`config.mk`:
```
export PLATFORM = sky130hd
export DESIGN_NAME = traffic_light_monitor
export DESIGN_NICKNAME = d
export VERILOG_FILES = /design/src/rtl/traffic_pkg.sv /design/src/rtl/traffic_light_monitor_lamp_filter.sv /design/src/rtl/traffic_light_monitor.sv
export SDC_FILE = /design/constraint.sdc
export NUM_CORES = 1
export LEC_CHECK = 0
export BUFFER_PORTS_ARGS = -buffer_cell sky130_fd_sc_hd__buf_2
export CAP_MARGIN = 30
export CORE_ASPECT_RATIO = 0.75
export CORE_MARGIN = 8
export CORE_UTILIZATION = 60
export DETAILED_ROUTE_END_ITERATION = 12
export PLACE_DENSITY = 0.83
export SYNTH_ARGS = -nofsm -noshare
export SYNTH_HDL_FRONTEND = slang
export SYNTH_HIERARCHICAL = 1
export SYNTH_SLANG_ARGS = --single-unit
```
`constraint.sdc`:
```
create_clock -name clk -period 4.45 [get_ports clk]
set_input_delay 0.6675 -clock clk [delete_from_list [all_inputs] [get_ports clk]]
set_output_delay 0.6675 -clock clk [all_outputs]
set_load 0.05 [all_outputs]
```
`src/rtl/traffic_pkg.sv`:
```
// Shared definitions for the traffic-light lamp monitor: phase encodings,
// lamp patterns {R1,Y1,G1,R2,Y2,G2}, decode table and sequencing rules.
package traffic_pkg;

    localparam logic [2:0] PH_NIGHT   = 3'd0;
    localparam logic [2:0] PH_G1      = 3'd1;
    localparam logic [2:0] PH_G1TO2   = 3'd2;
    localparam logic [2:0] PH_G2      = 3'd3;
    localparam logic [2:0] PH_G2TO1   = 3'd4;
    localparam logic [2:0] PH_INVALID = 3'd7;

    localparam logic [5:0] PAT_NIGHT  = 6'b010010;
    localparam logic [5:0] PAT_G1     = 6'b001100;
    localparam logic [5:0] PAT_G1TO2  = 6'b010100;
    localparam logic [5:0] PAT_G2     = 6'b100001;
    localparam logic [5:0] PAT_G2TO1  = 6'b100010;

    typedef enum logic {
        MON_WAIT,
        MON_TRACK
    } mon_state_t;

    // Map an accepted lamp pattern back to the controller phase.
    function automatic logic [2:0] decode_pattern(input logic [5:0] pat);
        logic [2:0] ph;
        case (pat)
            PAT_NIGHT: ph = PH_NIGHT;
            PAT_G1:    ph = PH_G1;
            PAT_G1TO2: ph = PH_G1TO2;
            PAT_G2:    ph = PH_G2;
            PAT_G2TO1: ph = PH_G2TO1;
            default:   ph = PH_INVALID;
        endcase
        return ph;
    endfunction

    // Night is always reachable, and anything may follow an invalid pattern.
    function automatic logic legal_next(input logic [2:0] from_ph, input logic [2:0] to_ph);
        logic ok;
        if (to_ph == PH_NIGHT || from_ph == PH_INVALID) begin
            ok = 1'b1;
        end else begin
            case (from_ph)
                PH_NIGHT: ok = (to_ph == PH_G1);
                PH_G1:    ok = (to_ph == PH_G1TO2);
                PH_G1TO2: ok = (to_ph == PH_G2);
                PH_G2:    ok = (to_ph == PH_G2TO1);
                PH_G2TO1: ok = (to_ph == PH_G1);
                default:  ok = 1'b0;
            endcase
        end
        return ok;
    endfunction

    // A green on one side together with green or yellow on the other.
    function automatic logic lamp_conflict(input logic [5:0] pat);
        return (pat[3] & (pat[0] | pat[1])) | (pat[0] & (pat[3] | pat[4]));
    endfunction

endpackage

```
`src/rtl/traffic_light_monitor_lamp_filter.sv`:
```
// lamp_filter: 2-flop synchroniser for the six lamp lines followed by a
// stability counter. accept pulses for one cycle on the STABLE_CYCLES-th
// consecutive identical sample; pattern carries the sample being accepted.
module lamp_filter #(
    parameter int STABLE_CYCLES = 4
) (
    input  logic       clk,
    input  logic       rst,
    input  logic [5:0] lamps_in,
    output logic [5:0] pattern,
    output logic       accept
);

    localparam int CW = $clog2(STABLE_CYCLES + 1) + 1;
    localparam logic [CW-1:0] STABLE_MAX = CW'(STABLE_CYCLES);

    logic [5:0]    sync1, sync2, cand;
    logic [1:0]    fill;
    logic [CW-1:0] run_cnt, run_next;
    logic          same;

    // Synchroniser; fill marks when sync2 holds real lamp data rather than reset zeros.
    always_ff @(posedge clk or posedge rst) begin
        if (rst) begin
            sync1 <= '0;
            sync2 <= '0;
            fill  <= '0;
        end else begin
            sync1 <= lamps_in;
            sync2 <= sync1;
            fill  <= {fill[0], 1'b1};
        end
    end

    // Length of the current run of identical samples, saturating at STABLE_CYCLES.
    always_comb begin
        same = (sync2 == cand) && (run_cnt != '0);
        if (!same)
            run_next = CW'(1);
        else if (run_cnt == STABLE_MAX)
            run_next = STABLE_MAX;
        else
            run_next = run_cnt + 1'b1;
    end

    // Fires once per run, the cycle the run reaches the required length.
    assign accept  = fill[1] && (run_next == STABLE_MAX) && !(same && run_cnt == STABLE_MAX);
    assign pattern = sync2;

    // Track the candidate pattern and its run length.
    always_ff @(posedge clk or posedge rst) begin
        if (rst) begin
            cand    <= '0;
            run_cnt <= '0;
        end else if (fill[1]) begin
            cand    <= sync2;
            run_cnt <= run_next;
        end
    end

endmodule

```
`src/rtl/traffic_light_monitor.sv`:
```
// traffic_light_monitor: watches the six lamp lines of a two-direction
// traffic light, decodes the phase, flags illegal sequencing, conflicts and
// invalid patterns, and measures each phase's length in whole seconds.
// Optional: define TRAFFIC_MON_DUR_CHECK_EN to compare measured green/yellow
// durations against exp_rg_cnt/exp_y_cnt (err_dur); otherwise err_dur is 0.
module traffic_light_monitor
    import traffic_pkg::*;
#(
    parameter int CNT_WIDTH     = 11,
    parameter int TICK_DIV      = 12_000_000,
    parameter int STABLE_CYCLES = 4
) (
    input  logic                 clk,
    input  logic                 rst,
    input  logic                 R1,
    input  logic                 Y1,
    input  logic                 G1,
    input  logic                 R2,
    input  logic                 Y2,
    input  logic                 G2,
    input  logic                 clr_err,
    input  logic [CNT_WIDTH-1:0] exp_rg_cnt,
    input  logic [CNT_WIDTH-1:0] exp_y_cnt,
    output logic [2:0]           phase,
    output logic                 phase_valid,
    output logic [CNT_WIDTH-1:0] last_dur,
    output logic                 dur_valid,
    output logic                 err_seq,
    output logic                 err_conflict,
    output logic                 err_invalid,
    output logic                 err_dur
);

    localparam int DIV_W = (TICK_DIV > 1) ? $clog2(TICK_DIV) : 1;
    localparam logic [DIV_W-1:0]     DIV_LAST = DIV_W'(TICK_DIV - 1);
    localparam logic [CNT_WIDTH-1:0] CNT_MAX  = '1;

    mon_state_t           state;
    logic [5:0]           flt_pat;
    logic                 flt_acc;
    logic [2:0]           acc_phase;
    logic [DIV_W-1:0]     div_cnt;
    logic [CNT_WIDTH-1:0] sec_cnt, sec_inc, meas;
    logic                 tick, dur_bad;

    lamp_filter #(.STABLE_CYCLES(STABLE_CYCLES)) u_filter (
        .clk      (clk),
        .rst      (rst),
        .lamps_in ({R1, Y1, G1, R2, Y2, G2}),
        .pattern  (flt_pat),
        .accept   (flt_acc)
    );

    assign acc_phase = decode_pattern(flt_pat);
    assign tick      = (div_cnt == DIV_LAST);
    assign sec_inc   = (sec_cnt == CNT_MAX) ? sec_cnt : sec_cnt + 1'b1;
    // Include a tick landing on the transition edge itself.
    assign meas      = tick ? sec_inc : sec_cnt;

`ifdef TRAFFIC_MON_DUR_CHECK_EN
    localparam logic signed [CNT_WIDTH:0] DIFF_ONE = (CNT_WIDTH+1)'(1);
    logic [CNT_WIDTH-1:0]        exp_sel;
    logic                        chk_en;
    logic signed [CNT_WIDTH:0]   dur_diff;

    // Expected duration is chosen by the phase being left; night/invalid are unchecked.
    always_comb begin
        exp_sel = exp_rg_cnt;
        chk_en  = 1'b0;
        case (phase)
            PH_G1, PH_G2: begin
                exp_sel = exp_rg_cnt;
                chk_en  = 1'b1;
            end
            PH_G1TO2, PH_G2TO1: begin
                exp_sel = exp_y_cnt;
                chk_en  = 1'b1;
            end
            default: ;
        endcase
        dur_diff = $signed({1'b0, meas}) - $signed({1'b0, exp_sel});
        dur_bad  = chk_en && ((dur_diff > DIFF_ONE) || (dur_diff < -DIFF_ONE));
    end
`else
    logic unused_exp;
    assign unused_exp = ^{exp_rg_cnt, exp_y_cnt};
    assign dur_bad    = 1'b0;
    assign err_dur    = 1'b0;
`endif

    // Monitor FSM, duration counters and sticky error flags; set wins over clear.
    always_ff @(posedge clk or posedge rst) begin
        if (rst) begin
            state        <= MON_WAIT;
            phase        <= PH_INVALID;
            phase_valid  <= 1'b0;
            last_dur     <= '0;
            dur_valid    <= 1'b0;
            err_seq      <= 1'b0;
            err_conflict <= 1'b0;
            err_invalid  <= 1'b0;
`ifdef TRAFFIC_MON_DUR_CHECK_EN
            err_dur      <= 1'b0;
`endif
            div_cnt      <= '0;
            sec_cnt      <= '0;
        end else begin
            dur_valid <= 1'b0;
            if (clr_err) begin
                err_seq      <= 1'b0;
                err_conflict <= 1'b0;
                err_invalid  <= 1'b0;
`ifdef TRAFFIC_MON_DUR_CHECK_EN
                err_dur      <= 1'b0;
`endif
            end
            if (tick) begin
                div_cnt <= '0;
                sec_cnt <= sec_inc;
            end else begin
                div_cnt <= div_cnt + 1'b1;
            end
            if (flt_acc) begin
                if (lamp_conflict(flt_pat))
                    err_conflict <= 1'b1;
                case (state)
                    MON_WAIT: begin
                        state       <= MON_TRACK;
                        phase       <= acc_phase;
                        phase_valid <= 1'b1;
                        div_cnt     <= '0;
                        sec_cnt     <= '0;
                    end
                    MON_TRACK: begin
                        if (acc_phase != phase) begin
                            if (!legal_next(phase, acc_phase))
                                err_seq <= 1'b1;
                            if (phase != PH_INVALID && acc_phase == PH_INVALID)
                                err_invalid <= 1'b1;
`ifdef TRAFFIC_MON_DUR_CHECK_EN
                            if (dur_bad)
                                err_dur <= 1'b1;
`endif
                            last_dur  <= meas;
                            dur_valid <= 1'b1;
                            phase     <= acc_phase;
                            div_cnt   <= '0;
                            sec_cnt   <= '0;
                        end
                    end
                    default: state <= MON_WAIT;
                endcase
            end
        end
    end

endmodule

```
# After elaboration in Yosys (flattened, before gate mapping)

Index checks and enable logic that the tools add are counted.
Widths: inputs -> output; s select.

Add/sub/neg operators: 3
Muxes and demuxes: 35
Equality and inequality tests: 23
Bitwise gates (word level): 6
Reduce and logical (&&, ||, !) cells: 14

Operators by type and width:

| operator              | number |
|---|---|
| $mux 24               | 3 |
| $pmux 24 s2           | 1 |
| $mux 11               | 4 |
| $add 24x1->24 const B | 1 |
| $eq 24x24->1 const B  | 1 |
| $pmux 11 s2           | 1 |
| $mux 1                | 20 |
| $pmux 3 s5            | 1 |
| $eq 3x2->1 const B    | 4 |
| $eq 3x3->1 const B    | 4 |
| $eq 6x5->1 const B    | 2 |
| $eq 6x6->1 const B    | 2 |
| $add 11x1->11 const B | 1 |
| $eq 11x11->1 const B  | 1 |
| $eq 4x3->1 const B    | 2 |
| $mux 4                | 2 |
| $eq 3x1->1 const B    | 2 |
| $eq 6x4->1 const B    | 1 |
| $eq 6x6->1            | 1 |
| $logic_not 3->1       | 2 |
| $pmux 3 s2            | 1 |
| $logic_and 1x1->1     | 5 |
| $add 4x1->4 const B   | 1 |
| $pmux 1 s4            | 1 |
| 13 further kinds      | 17 |

Bits of input ports: 31
Register bits: 79
Output and inout port bits: 20

# Logic depth before layout (Yosys ltp)

Gate-level depths: netlist of the first run.

Depth after elaboration: 12
Gate-level depth with buffers: 11
Gate-level depth less buffers: 10

# Modules after synthesis

The synthesis of the first run kept the hierarchy.

Modules (own cells, without submodules):

| module                | cells each | times used | area an instance (µm²) |
|---|---|---|---|
| traffic_light_monitor | 293        | 1          | 2911.5 |
| lamp_filter           | 70         | 1          | 933.4 |

# Least setup slack after synthesis of the first run

OpenSTA, ideal clock, no wires.

Path type: register to register
Start: register u_filter.run_cnt[0]
End: register err_seq
Arrival time: 2461 ps
Clock period less this slack: 2562 ps
Data required time: 4349 ps
Setup slack: 1888 ps
Library setup time: 101 ps
Cell stages (with the launch flop): 12
Path buffers: 1
Path through: dfrtp_1 -> inv_1 -> ha_1 -> or2b_1 -> nand3_1 -> or3_1 -> nor4b_2 -> nand2_1 -> a41oi_2 -> buf_4 -> nand2_2 -> o32ai_1

Longest elaborated chain between the ends: 7
Elaborated cells on any way between the ends: 12
Those cells by class: 1 x add/sub; 2 x eq/ne; 3 x mux; 6 x reduce/logical

Ends and longest elaborated chain:

| element                                     | line                                                                             | source |
|---|---|---|
| start: declaration                          | traffic_light_monitor_lamp_filter.sv:19                                          | `logic [CW-1:0] run_cnt, run_next;` |
| start signal: assignment                    | traffic_light_monitor_lamp_filter.sv:57                                          | `run_cnt <= run_next;` |
| $add 4x1->4, or another cell as far along   | traffic_light_monitor_lamp_filter.sv:43                                          | `run_next = run_cnt + 1'b1;` |
| $mux 4 or $logic_and 1x1->1 (tied branches) | traffic_light_monitor_lamp_filter.sv:40, traffic_light_monitor_lamp_filter.sv:37 |  |
| $mux 4                                      | traffic_light_monitor_lamp_filter.sv:38                                          | `if (!same)` |
| $eq 4x3->1                                  | traffic_light_monitor_lamp_filter.sv:47                                          | `assign accept = fill[1] && (run_next == STABLE_MAX) && !(same && run_cnt == STABLE_MAX);` |
| $logic_and 1x1->1                           | traffic_light_monitor_lamp_filter.sv:47                                          |  |
| $logic_and 1x1->1 *                         | traffic_light_monitor_lamp_filter.sv:47                                          |  |
| net flt_acc                                 | traffic_light_monitor.sv:40                                                      | `logic flt_acc;` |
| $mux 1 *                                    | traffic_light_monitor.sv:123                                                     | `if (flt_acc) begin` |
| end signal: assignment                      | traffic_light_monitor.sv:99                                                      | `err_seq <= 1'b0;` |
| end signal: assignment                      | traffic_light_monitor.sv:110                                                     | `err_seq <= 1'b0;` |
| end signal: assignment                      | traffic_light_monitor.sv:137                                                     | `err_seq <= 1'b1;` |
| end: declaration                            | traffic_light_monitor.sv:28                                                      | `output logic err_seq,` |

Mark *: on every way through the listed nets, which the timed path passes. The rest lies on a longest branch.
A chain may end at the register's enable or synchronous reset.

# Worst setup path after layout of the first run

Start: register u_filter.run_cnt[0]
End: register div_cnt[10]

Longest elaborated chain between the ends: 7
Elaborated cells on any way between the ends: 12
Those cells by class: 1 x add/sub; 2 x eq/ne; 3 x mux; 6 x reduce/logical

Ends and longest elaborated chain:

| element                                     | line                                                                             | source |
|---|---|---|
| $add 4x1->4, or another cell as far along   | traffic_light_monitor_lamp_filter.sv:43                                          |  |
| $mux 4 or $logic_and 1x1->1 (tied branches) | traffic_light_monitor_lamp_filter.sv:40, traffic_light_monitor_lamp_filter.sv:37 |  |
| $mux 4                                      | traffic_light_monitor_lamp_filter.sv:38                                          |  |
| $eq 4x3->1                                  | traffic_light_monitor_lamp_filter.sv:47                                          |  |
| $logic_and 1x1->1                           | traffic_light_monitor_lamp_filter.sv:47                                          |  |
| $logic_and 1x1->1 *                         | traffic_light_monitor_lamp_filter.sv:47                                          |  |
| net flt_acc                                 | traffic_light_monitor.sv:40                                                      |  |
| $mux 24 *                                   | traffic_light_monitor.sv:123                                                     |  |
| end signal: assignment                      | traffic_light_monitor.sv:121                                                     | `div_cnt <= div_cnt + 1'b1;` |
| end: declaration                            | traffic_light_monitor.sv:42                                                      | `logic [DIV_W-1:0] div_cnt;` |

Marks and branches as above.

==> impl_metrics.yaml, run 1 <==
yosys:
  synth_compound_area_share_pct: 6.18
  synthCells: 363
  ys_types: 56
  synth_edf_count: 0
  avgSynthCellArea_um2: 10.6
  synth_top_family_by_area: "simple AND/OR/NAND/NOR gates"
  synth_xor_xnor_area_share_pct: 8.62
  synth_top_area_share_pct: 49.5
  synth_area_leader_cell: "dfrtp_1"
  synth-simple-area-share_pct: 23.5
  ys_seq_area_share_pct: 51.5
  yosys_warnings: 6
  netlist_area_um2: 3840
  yosys-top-cells-area: "dfrtp_1 49%, xnor2_1 4.8%, nor2_1 4.2%"
  synth_flop_cell: "dfrtp_1"
  synth_seq_cells: 79
  synth_fa_ha_area_share_pct: 1.30
  synth.net_count: 398
  synthArstFlopShare_pct: 100
  muxShareOfSynthArea_pct: 4.98
global_route:
  grt_util_met3_pct: 5.75
  track_usage_pct: 17.4
  antenna_found_initial: 0
  busiest_layer: "met2"
  grt_max_degree: 56
  grt_pass1_vias: 2698
  met2_usage_pct: 24.9
  gr-total-overflow: 0
  grtUsageMet1_pct: 23.7
  grt_pass1_wl_um: 12700
worst_setup_path:
  critical_path_class: "flop to flop"
  cp_max_fo: 35
  path_cells: "inv_1, ha_1, or2b_1, nand3_1, or3_1, nor4b_2, inv_1, a41oi_4, buf_4, nor2_1"
  worstPathArrival_ns: 3.27
  cp-end-kind: "flop"
  path_common_cell: "inv_1"
  path_delay_family: "simple AND/OR/NAND/NOR gates"
  cp_slowest_cell: "nor4b_2"
  critPathRequiredTime_ns: 4.67
  worst-path-buf-inv: 3
  start_kind: "flop"
  slowest_delay_ns: 0.58
placement:
  routabilityCongestion: 0.870
  port_buffers: 27
  hpwl_um: 4990
sta:
  slew-limit-headroom_pct: 41.2
  hold_viol_final: 0
  final-max-slew-violation-count: 0
  period_minus_slack_ns: 3.06
  tightest_slew_ns: 0.882
  rsz0062_at_grt: "false"
  post-route-period-util_pct: 68.7
  max_freq_ghz: 0.327
  setup_viol: 0
  clock_skew_ns: 0.0117
  fin_setup_tns_ns: 0
clock_tree:
  path_clk_slew_ns: 0.08
  htree_levels: 3
  cts_hold_buf: 0
  ctsResizeCount: 0
  cts_tree: "built"
  clockBufferDepth: 2
  cts_buffers: 9
  cts_setup_buffers: 0
  cts_root_buffer: "clkbuf_8"
  clkLatencyLatePin_ns: 0.35
  clock-sinks: 79
floorplanning:
  start_util_pct: 61.5
  die_area_um2: 9250
  core_um2: 6260
  top_level_ports: 51
  die-width_um: 108
  rows: 25
  die_h_um: 85.3
detailed_routing:
  drc: 0
  ant_nets: 0
  drtIter0Drc: 151
  routed_wl_um: 7390
  via_per_inst: 5.80
  wl_per_cell_um: 15.5
  firstDrtPassIters: 5
  via_count: 2773
power_and_ir_drop:
  ir_drop_mv: 0.239
  leakagePower_uw: 0.00191
  p_per_area_nw_per_um2: 349
  finalPower_uw: 1490
cells_and_area:
  num_antenna_cells: 0
  final_layout_size_suffix_gt1_share_pct: 19.6
  area_growth_pct: 11.1
  n_fill_cell: 479
  finalNetCount: 428
  final_util_pct: 68.3
hold_path:
  hold_path_class: "flop to flop"
flow_run:
  maxCapViolations: 0
status:
  status: "finished clean"
==> state kept, by name (all words and copies together) (netlist names), 2 cells and up <==
name	count
phase	3
div_cnt	24
u_filter/pattern	6
u_filter/fill	2
last_dur	11
u_filter/sync1	6
u_filter/run_cnt	4
u_filter/cand	6
sec_cnt	11
==> cells by family (layout without fill, tap and decap cells) <==
| kind of cell | Yosys count | in the layout |
|---|---|---|
| and+or+nand+nor | 165 | 165 |
| DFF | 79 | 79 |
| xor gates and xnor gates | 37 | 37 |
| AOI/OAI and AO/OA | 30 | 30 |
| buffers and inverters | 28 | 62 |
| muxes | 18 | 18 |
| adders and majority gates | 4 | 4 |
| other | 2 | 2 |
==> synthesized netlist by cell type (3+ instances only) <==
cell type   n
nand4_1     6
nor4_1      3
o22ai_1     4
ha_1        4
or3_1       3
buf_2       3
xnor2_1    21
buf_4       5
nor3_2      9
and2_1      3
and3_1      8
mux2i_1     9
or4_1       4
mux2_2      9
nor3_1     14
a21oi_1     9
nand2_1    27
inv_1      16
dfstp_2     3
dfrtp_1    76
nor2_1     43
nand3_1    24
xor2_1     15
==> path summary, 6_finish.rpt <==
check                               startpoint                to  slack, ns  depth (start not counted)
setup / recovery           u_filter/run_cnt[0]       div_cnt[10]       1.39                         10
hold / removal                u_filter/fill[0]  u_filter/fill[1]       0.35                          0
setup reg to reg           u_filter/run_cnt[0]       div_cnt[10]       1.39                         10
hold reg to reg               u_filter/fill[0]  u_filter/fill[1]       0.35                          0
max in group asynchronous                  rst  u_filter/cand[3]       3.40                          2
min in group asynchronous                  rst       div_cnt[14]       0.50                          3
==> layer usage <==
| metal | wire length [µm] | up-vias |
|---|---|---|
| li1 | - | 1316 |
| met2 | 3320 | 99 |
| met1 | 3410 | 1347 |
| met3 | 551 | 11 |
| met5 | 0 | - |
| met4 | 101 | 0 |
==> placed cells by master, fill, tap and decap left out, types with 3 or more instances in the layout <==
master     count
dfstp_2        3
nor3_1        14
mux2_2         9
xnor2_1       21
nand2_1       27
buf_2         27
and3_1         8
xor2_1        15
and2_1         3
dfrtp_1       76
or4_1          4
buf_4          4
ha_1           4
mux2i_1        9
nor2_1        43
a21oi_1        9
nand4_1        6
nand3_1       24
o22ai_1        4
inv_1         15
nor3_2         9
or3_1          3
clkbuf_8       9
bufinv_16      3
nor4_1         3
==> per-stage QoR <==
stage | setup WS, ns | instance area, µm² | hold slack (ns) | instances
2_1_floorplan | 1.89 | 3840 | 0.331 | 363
3_3_place_gp | 1.50 | 4030 | 0.331 | 463
3_5_place_dp | 1.46 | 4030 | 0.336 | 463
4_1_cts | 1.42 | 4270 | 0.354 | 478
5_1_grt | 1.18 | 4270 | 0.364 | 478
6_report | 1.39 | 4270 | 0.351 | 478
==> where the power goes <==
group / internal (µW) / switching (µW)
Sequential: 743 / 31.1
Clock: 375 / 269
Combinational: 32.3 / 38.5
Total: 1150 / 338
==> final cells by class <==
cell class                      count  area (µm²)  area share (%)
Multi-Input combinational cell    256        1720            40.3
Clock buffer                        9         124            2.90
Inverter                           16        60.1            1.41
Tap cell                           81         101            2.37
Timing Repair Buffer               31         165            3.87
Sequential cell                    79        1980            46.4
Clock inverter                      6         118            2.75
(Power assumes the default switching activity.)
==> inputs of run 2 (changes only) <==
--- a/config.mk
+++ b/config.mk
@@ -9,9 +9,9 @@
 export CAP_MARGIN = 30
 export CORE_ASPECT_RATIO = 0.75
 export CORE_MARGIN = 8
-export CORE_UTILIZATION = 60
+export CORE_UTILIZATION = 52
 export DETAILED_ROUTE_END_ITERATION = 12
-export PLACE_DENSITY = 0.83
+export PLACE_DENSITY = 0.76
 export SYNTH_ARGS = -nofsm -noshare
 export SYNTH_HDL_FRONTEND = slang
 export SYNTH_HIERARCHICAL = 1
==> constraint.sdc (replaced) <==
create_clock -name clk -period 2.5 [get_ports clk]
set_input_delay 0.375 -clock clk [delete_from_list [all_inputs] [get_ports clk]]
set_output_delay 0.375 -clock clk [all_outputs]
set_load 0.05 [all_outputs]
==> impl_metrics.yaml, run 2 (synthesis results as in run 1) <==
cells_and_area:
  n_fill_cell: 559
  finalNonFillerCells: 521
  design_area_um2: 4630
  final_layout_size_suffix_gt1_share_pct: 27.6
  num_antenna_cells: 0
  largest_register_ffs: 24
  finalNetCount: 450
  area_growth_pct: 20.5
  largestRegisters: "div_cnt: 24 flops, last_dur: 11 flops, sec_cnt: 11 flops"
  layout_common_cells: "76 x dfrtp_1, 38 x nor2_1, 27 x buf_2"
  final_common_cell: "dfrtp_1"
  regMostFlops: "div_cnt"
worst_setup_path:
  critPathRequiredTime_ns: 2.78
  start_kind: "flop"
  cp_max_fo: 5
  cp-end-kind: "flop"
  critical_path_class: "flop to flop"
  worst-r2r-setup-slack_ns: 0.005
  worstPathArrival_ns: 2.78
detailed_routing:
  via_count: 2829
  wl_per_cell_um: 15.0
  routed_wl_um: 7800
  drc: 0
  drtIter0Drc: 147
  ant_nets: 0
  firstDrtPassIters: 4
  via_per_inst: 5.43
status:
  status: "finished clean"
sta:
  rsz0062_at_grt: "true"
  tightest_slew_ns: 0.887
  post-route-period-util_pct: 99.8
  final-max-slew-violation-count: 0
  slew-limit-headroom_pct: 40.8
  max_freq_ghz: 0.401
  setup_viol: 0
  clock_skew_ns: 0.0101
  period_minus_slack_ns: 2.50
  fin_ws_ns: 0.00486
  hold_viol_final: 0
flow_run:
  maxCapViolations: 0
global_route:
  grt_pass1_wl_um: 12500
  grt_max_degree: 36
  track_usage_pct: 14.9
  gr-total-overflow: 0
  grt_pass1_vias: 2683
  antenna_found_initial: 0
clock_tree:
  clkLatencyLatePin_ns: 0.35
  clockBufferDepth: 2
  htree_levels: 3
  cts_root_buffer: "clkbuf_8"
  cts_tree: "built"
  cts_buffers: 9
  clock-sinks: 79
  path_clk_slew_ns: 0.09
  cts_hold_buf: 0
power_and_ir_drop:
  ir_drop_mv: 0.330
  finalPower_uw: 2410
  leakagePower_uw: 0.00205
  p_per_area_nw_per_um2: 521
hold_path:
  hold_path_class: "input port to asynchronous set/reset pin"
floorplanning:
  core_um2: 7260
  die_h_um: 90.5
  die-width_um: 115
  start_util_pct: 52.9
  die_area_um2: 10400
  rows: 27
  top_level_ports: 51
placement:
  place_inst: 493
  post-place-ws_ns: -0.00573
  port_buffers: 27
  dpl_cell_area_um2: 4180
  routabilityCongestion: 0.844
  hpwl_um: 5120
run 2: changes by cell type in the layout (fill, tap and decap cells not counted), sizes merged:
cell	before	now
bufinv	3	0
buf	31	49
clkinvlp	1	2
clkbuf	9	13
inv	18	21
run 2: worst max-delay path, cell delays in order, from the launching register on:
cell	delay (ns)
dfrtp_1	0.42
inv_2	0.08
ha_4	0.17
or2b_1	0.21
nand3_2	0.07
or3_4	0.34
nor4b_4	0.36
nand2_2	0.11
a41oi_4	0.22
buf_12	0.15
clkbuf_16	0.15
mux2i_1	0.17
run 2: repair_timing:
action | CTS | global route
gates resized for setup | 0 | 19
pin swaps | 1 | 3
buffers inserted | 0 | 6
cloned | 0 | 6
setup endpoints to repair | 3 | 47
run 2: cell type report:
type | count | area, µm² | share of cell area, %
flip-flops and latches | 79 | 1980 | 42.7
multi-input cells | 256 | 1810 | 39.1
repair buffers | 53 | 470 | 10.2
well taps | 101 | 126 | 2.73
clock buffers | 9 | 124 | 2.67
clock inverters | 7 | 61.3 | 1.32
inverters | 16 | 60.1 | 1.30
run 2: per-stage QoR:
stage | hold WS [ns] | utilization (%) | setup TNS (ns)
finish | 0.0807 | 63.8 | 0
CTS | 0.0893 | 60.0 | 0
global placement | 0.332 | 57.5 | 0
global route | 0.0976 | 63.8 | -2.29
floorplan | 0.331 | - | 0
detailed placement | 0.336 | 57.5 | -0.00880
run 2: per-layer routing:
layer  GRT usage (%)  wire length [µm]  share of wire (%)
met5               0                 0                  0
met1            20.3              3710                 47
met4            4.69                81                1.0
met3            5.21               490                6.3
met2            21.5              3520                 45
run 2: path summary, 6_finish.rpt:
| check | startpoint | endpoint | depth (start not counted) |
|---|---|---|---|
| setup / recovery | u_filter/run_cnt[0] | last_dur[7] | 11 |
| hold / removal | rst | div_cnt[11] | 2 |
| setup reg to reg | u_filter/run_cnt[0] | last_dur[7] | 11 |
| hold reg to reg | u_filter/sync1[4] | u_filter/pattern[4] | 0 |
| max in group asynchronous | rst | u_filter/cand[1] | 2 |
| min in group clk | G1 | u_filter/sync1[3] | 1 |
run 2: power breakdown:
part	switching (µW)	internal (µW)
Sequential	49.1	1320
Clock	512	381
Combinational	81.2	68.2
Total	642	1770
==> inputs of run 3 (changes only) <==
--- a/config.mk
+++ b/config.mk
@@ -12,6 +12,7 @@
 export CORE_UTILIZATION = 52
 export DETAILED_ROUTE_END_ITERATION = 12
 export PLACE_DENSITY = 0.76
+export REMOVE_ABC_BUFFERS = 1
 export SYNTH_ARGS = -nofsm -noshare
 export SYNTH_HDL_FRONTEND = slang
 export SYNTH_HIERARCHICAL = 1
==> impl_metrics.yaml, run 3 (synthesis results as in run 1) <==
cells_and_area:
  finalNetCount: 451
  final_layout_size_suffix_gt1_share_pct: 27.1
  largestRegisters: "div_cnt: 24 flops, last_dur: 11 flops, sec_cnt: 11 flops"
  regMostFlops: "div_cnt"
  largest_register_ffs: 24
  design_area_um2: 4570
  final_common_cell: "dfrtp_1"
  area_growth_pct: 18.8
  final_util_pct: 62.9
  layout_common_cells: "76 x dfrtp_1, 38 x nor2_1, 27 x buf_2"
  num_antenna_cells: 0
  n_fill_cell: 582
sta:
  setup_viol: 0
  clock_skew_ns: 0.00901
  post-route-period-util_pct: 96.9
  tightest_slew_ns: 0.901
  rsz0062_at_grt: "true"
  fin_setup_tns_ns: 0
  final-max-slew-violation-count: 0
  slew-limit-headroom_pct: 39.9
  period_minus_slack_ns: 2.42
  max_freq_ghz: 0.413
  whs_ns: 0.0731
  hold_viol_final: 0
flow_run:
  maxCapViolations: 0
placement:
  dpl_cell_area_um2: 4220
  hpwl_um: 5360
  routabilityCongestion: 0.817
  port_buffers: 27
power_and_ir_drop:
  ir_drop_mv: 0.308
  leakagePower_uw: 0.00205
  p_per_area_nw_per_um2: 548
clock_tree:
  clockBufferDepth: 2
  clkLatencyLatePin_ns: 0.36
  cts_root_buffer: "clkbuf_8"
  cts_tree: "built"
  clock-sinks: 79
  cts_buffers: 9
  htree_levels: 3
  path_clk_slew_ns: 0.09
  cts_hold_buf: 0
worst_setup_path:
  path_delay_family: "simple AND/OR/NAND/NOR gates"
  cp_slowest_cell: "dfrtp_1"
  cp-end-kind: "flop"
  cp_max_fo: 5
  slowest_delay_ns: 0.41
  critical_path_class: "flop to flop"
  critPathRequiredTime_ns: 2.78
  start_kind: "flop"
  worstPathArrival_ns: 2.70
  path_cells: "inv_2, ha_4, or2b_1, nand3_1, or3_1, nor4b_2, buf_4, nand2_4, a41oi_4, buf_6, clkbuf_16, mux2i_1"
  worst-path-buf-inv: 4
global_route:
  antenna_found_initial: 0
  grt_max_degree: 36
  grt_pass1_vias: 2807
  grt_pass1_wl_um: 13300
  gr-total-overflow: 0
  met2_usage_pct: 23.5
  grt_util_met3_pct: 5.14
  track_usage_pct: 15.9
  grtUsageMet1_pct: 21.6
  busiest_layer: "met2"
status:
  status: "finished clean"
floorplanning:
  start_util_pct: 52.9
  rows: 27
  die_h_um: 90.5
  die_area_um2: 10400
  top_level_ports: 51
  core_um2: 7260
  die-width_um: 115
detailed_routing:
  firstDrtPassIters: 4
  drtIter0Drc: 192
  via_count: 2798
  wl_per_cell_um: 15.7
  ant_nets: 0
  routed_wl_um: 8180
  drc: 0
  via_per_inst: 5.36
hold_path:
  hold_path_class: "input port to asynchronous set/reset pin"
## run 3: worst register-to-register path, cell delays in order (launching register included)
cell       delay, ns
dfrtp_1         0.41
inv_2           0.07
ha_4            0.16
or2b_1          0.17
nand3_1         0.06
or3_1           0.32
nor4b_2         0.22
buf_4           0.18
nand2_4         0.05
a41oi_4         0.23
buf_6           0.17
clkbuf_16       0.15
mux2i_1         0.18
## run 3: worst paths after layout
kind / from / end / slack, ns / cells past startpoint
min reg2reg: u_filter/sync1[0] / u_filter/pattern[0] / 0.36 / 0
max: u_filter/run_cnt[0] / last_dur[7] / 0.08 / 12
min in group clk: Y1 / u_filter/sync1[4] / 0.12 / 1
max in group asynchronous: rst / u_filter/cand[3] / 1.72 / 2
max reg2reg: u_filter/run_cnt[0] / last_dur[7] / 0.08 / 12
min: rst / dur_valid / 0.07 / 2
## run 3: cell type report
type | instances | area, µm² | share of cell area, %
clock buffer | 9 | 124 | 2.71
clock inverter | 7 | 80.1 | 1.75
inverter | 16 | 60.1 | 1.31
multi-input combinational | 256 | 1780 | 39.0
sequential | 79 | 1980 | 43.3
tap | 101 | 126 | 2.77
timing repair buffer | 54 | 418 | 9.15
## run 3: power by group
part	internal, µW	switching, µW	leakage, µW
Sequential	1320	46.5	0.00103
Combinational	69.4	85.6	0.000922
Clock	475	504	0.000102
Total	1870	636	0.00205
## run 3: through the flow
| stage | total power [µW] | cells | setup WS (ns) |
|---|---|---|---|
| 2_1_floorplan | 1490 | 351 | -0.406 |
| 3_3_place_gp | 1540 | 500 | 0.0805 |
| 3_5_place_dp | 1550 | 500 | 0.0464 |
| 4_1_cts | 2530 | 516 | 0.0401 |
| 5_1_grt | 2610 | 522 | -0.0346 |
| 6_report | 2500 | 522 | 0.0783 |
## run 3: routing by layer
layer | part of all wire [%] | up-vias
li1 | - | 1361
met1 | 48 | 1375
met2 | 45 | 53
met3 | 5.2 | 9
met4 | 1.3 | 0
met5 | 0 | -
## run 3: repair_timing
item,4_1_cts,5_1_grt
endpoints found under the setup margin,0,14
hold endpoints to repair,0,0
setup buffers,0,4
resized for setup,0,17
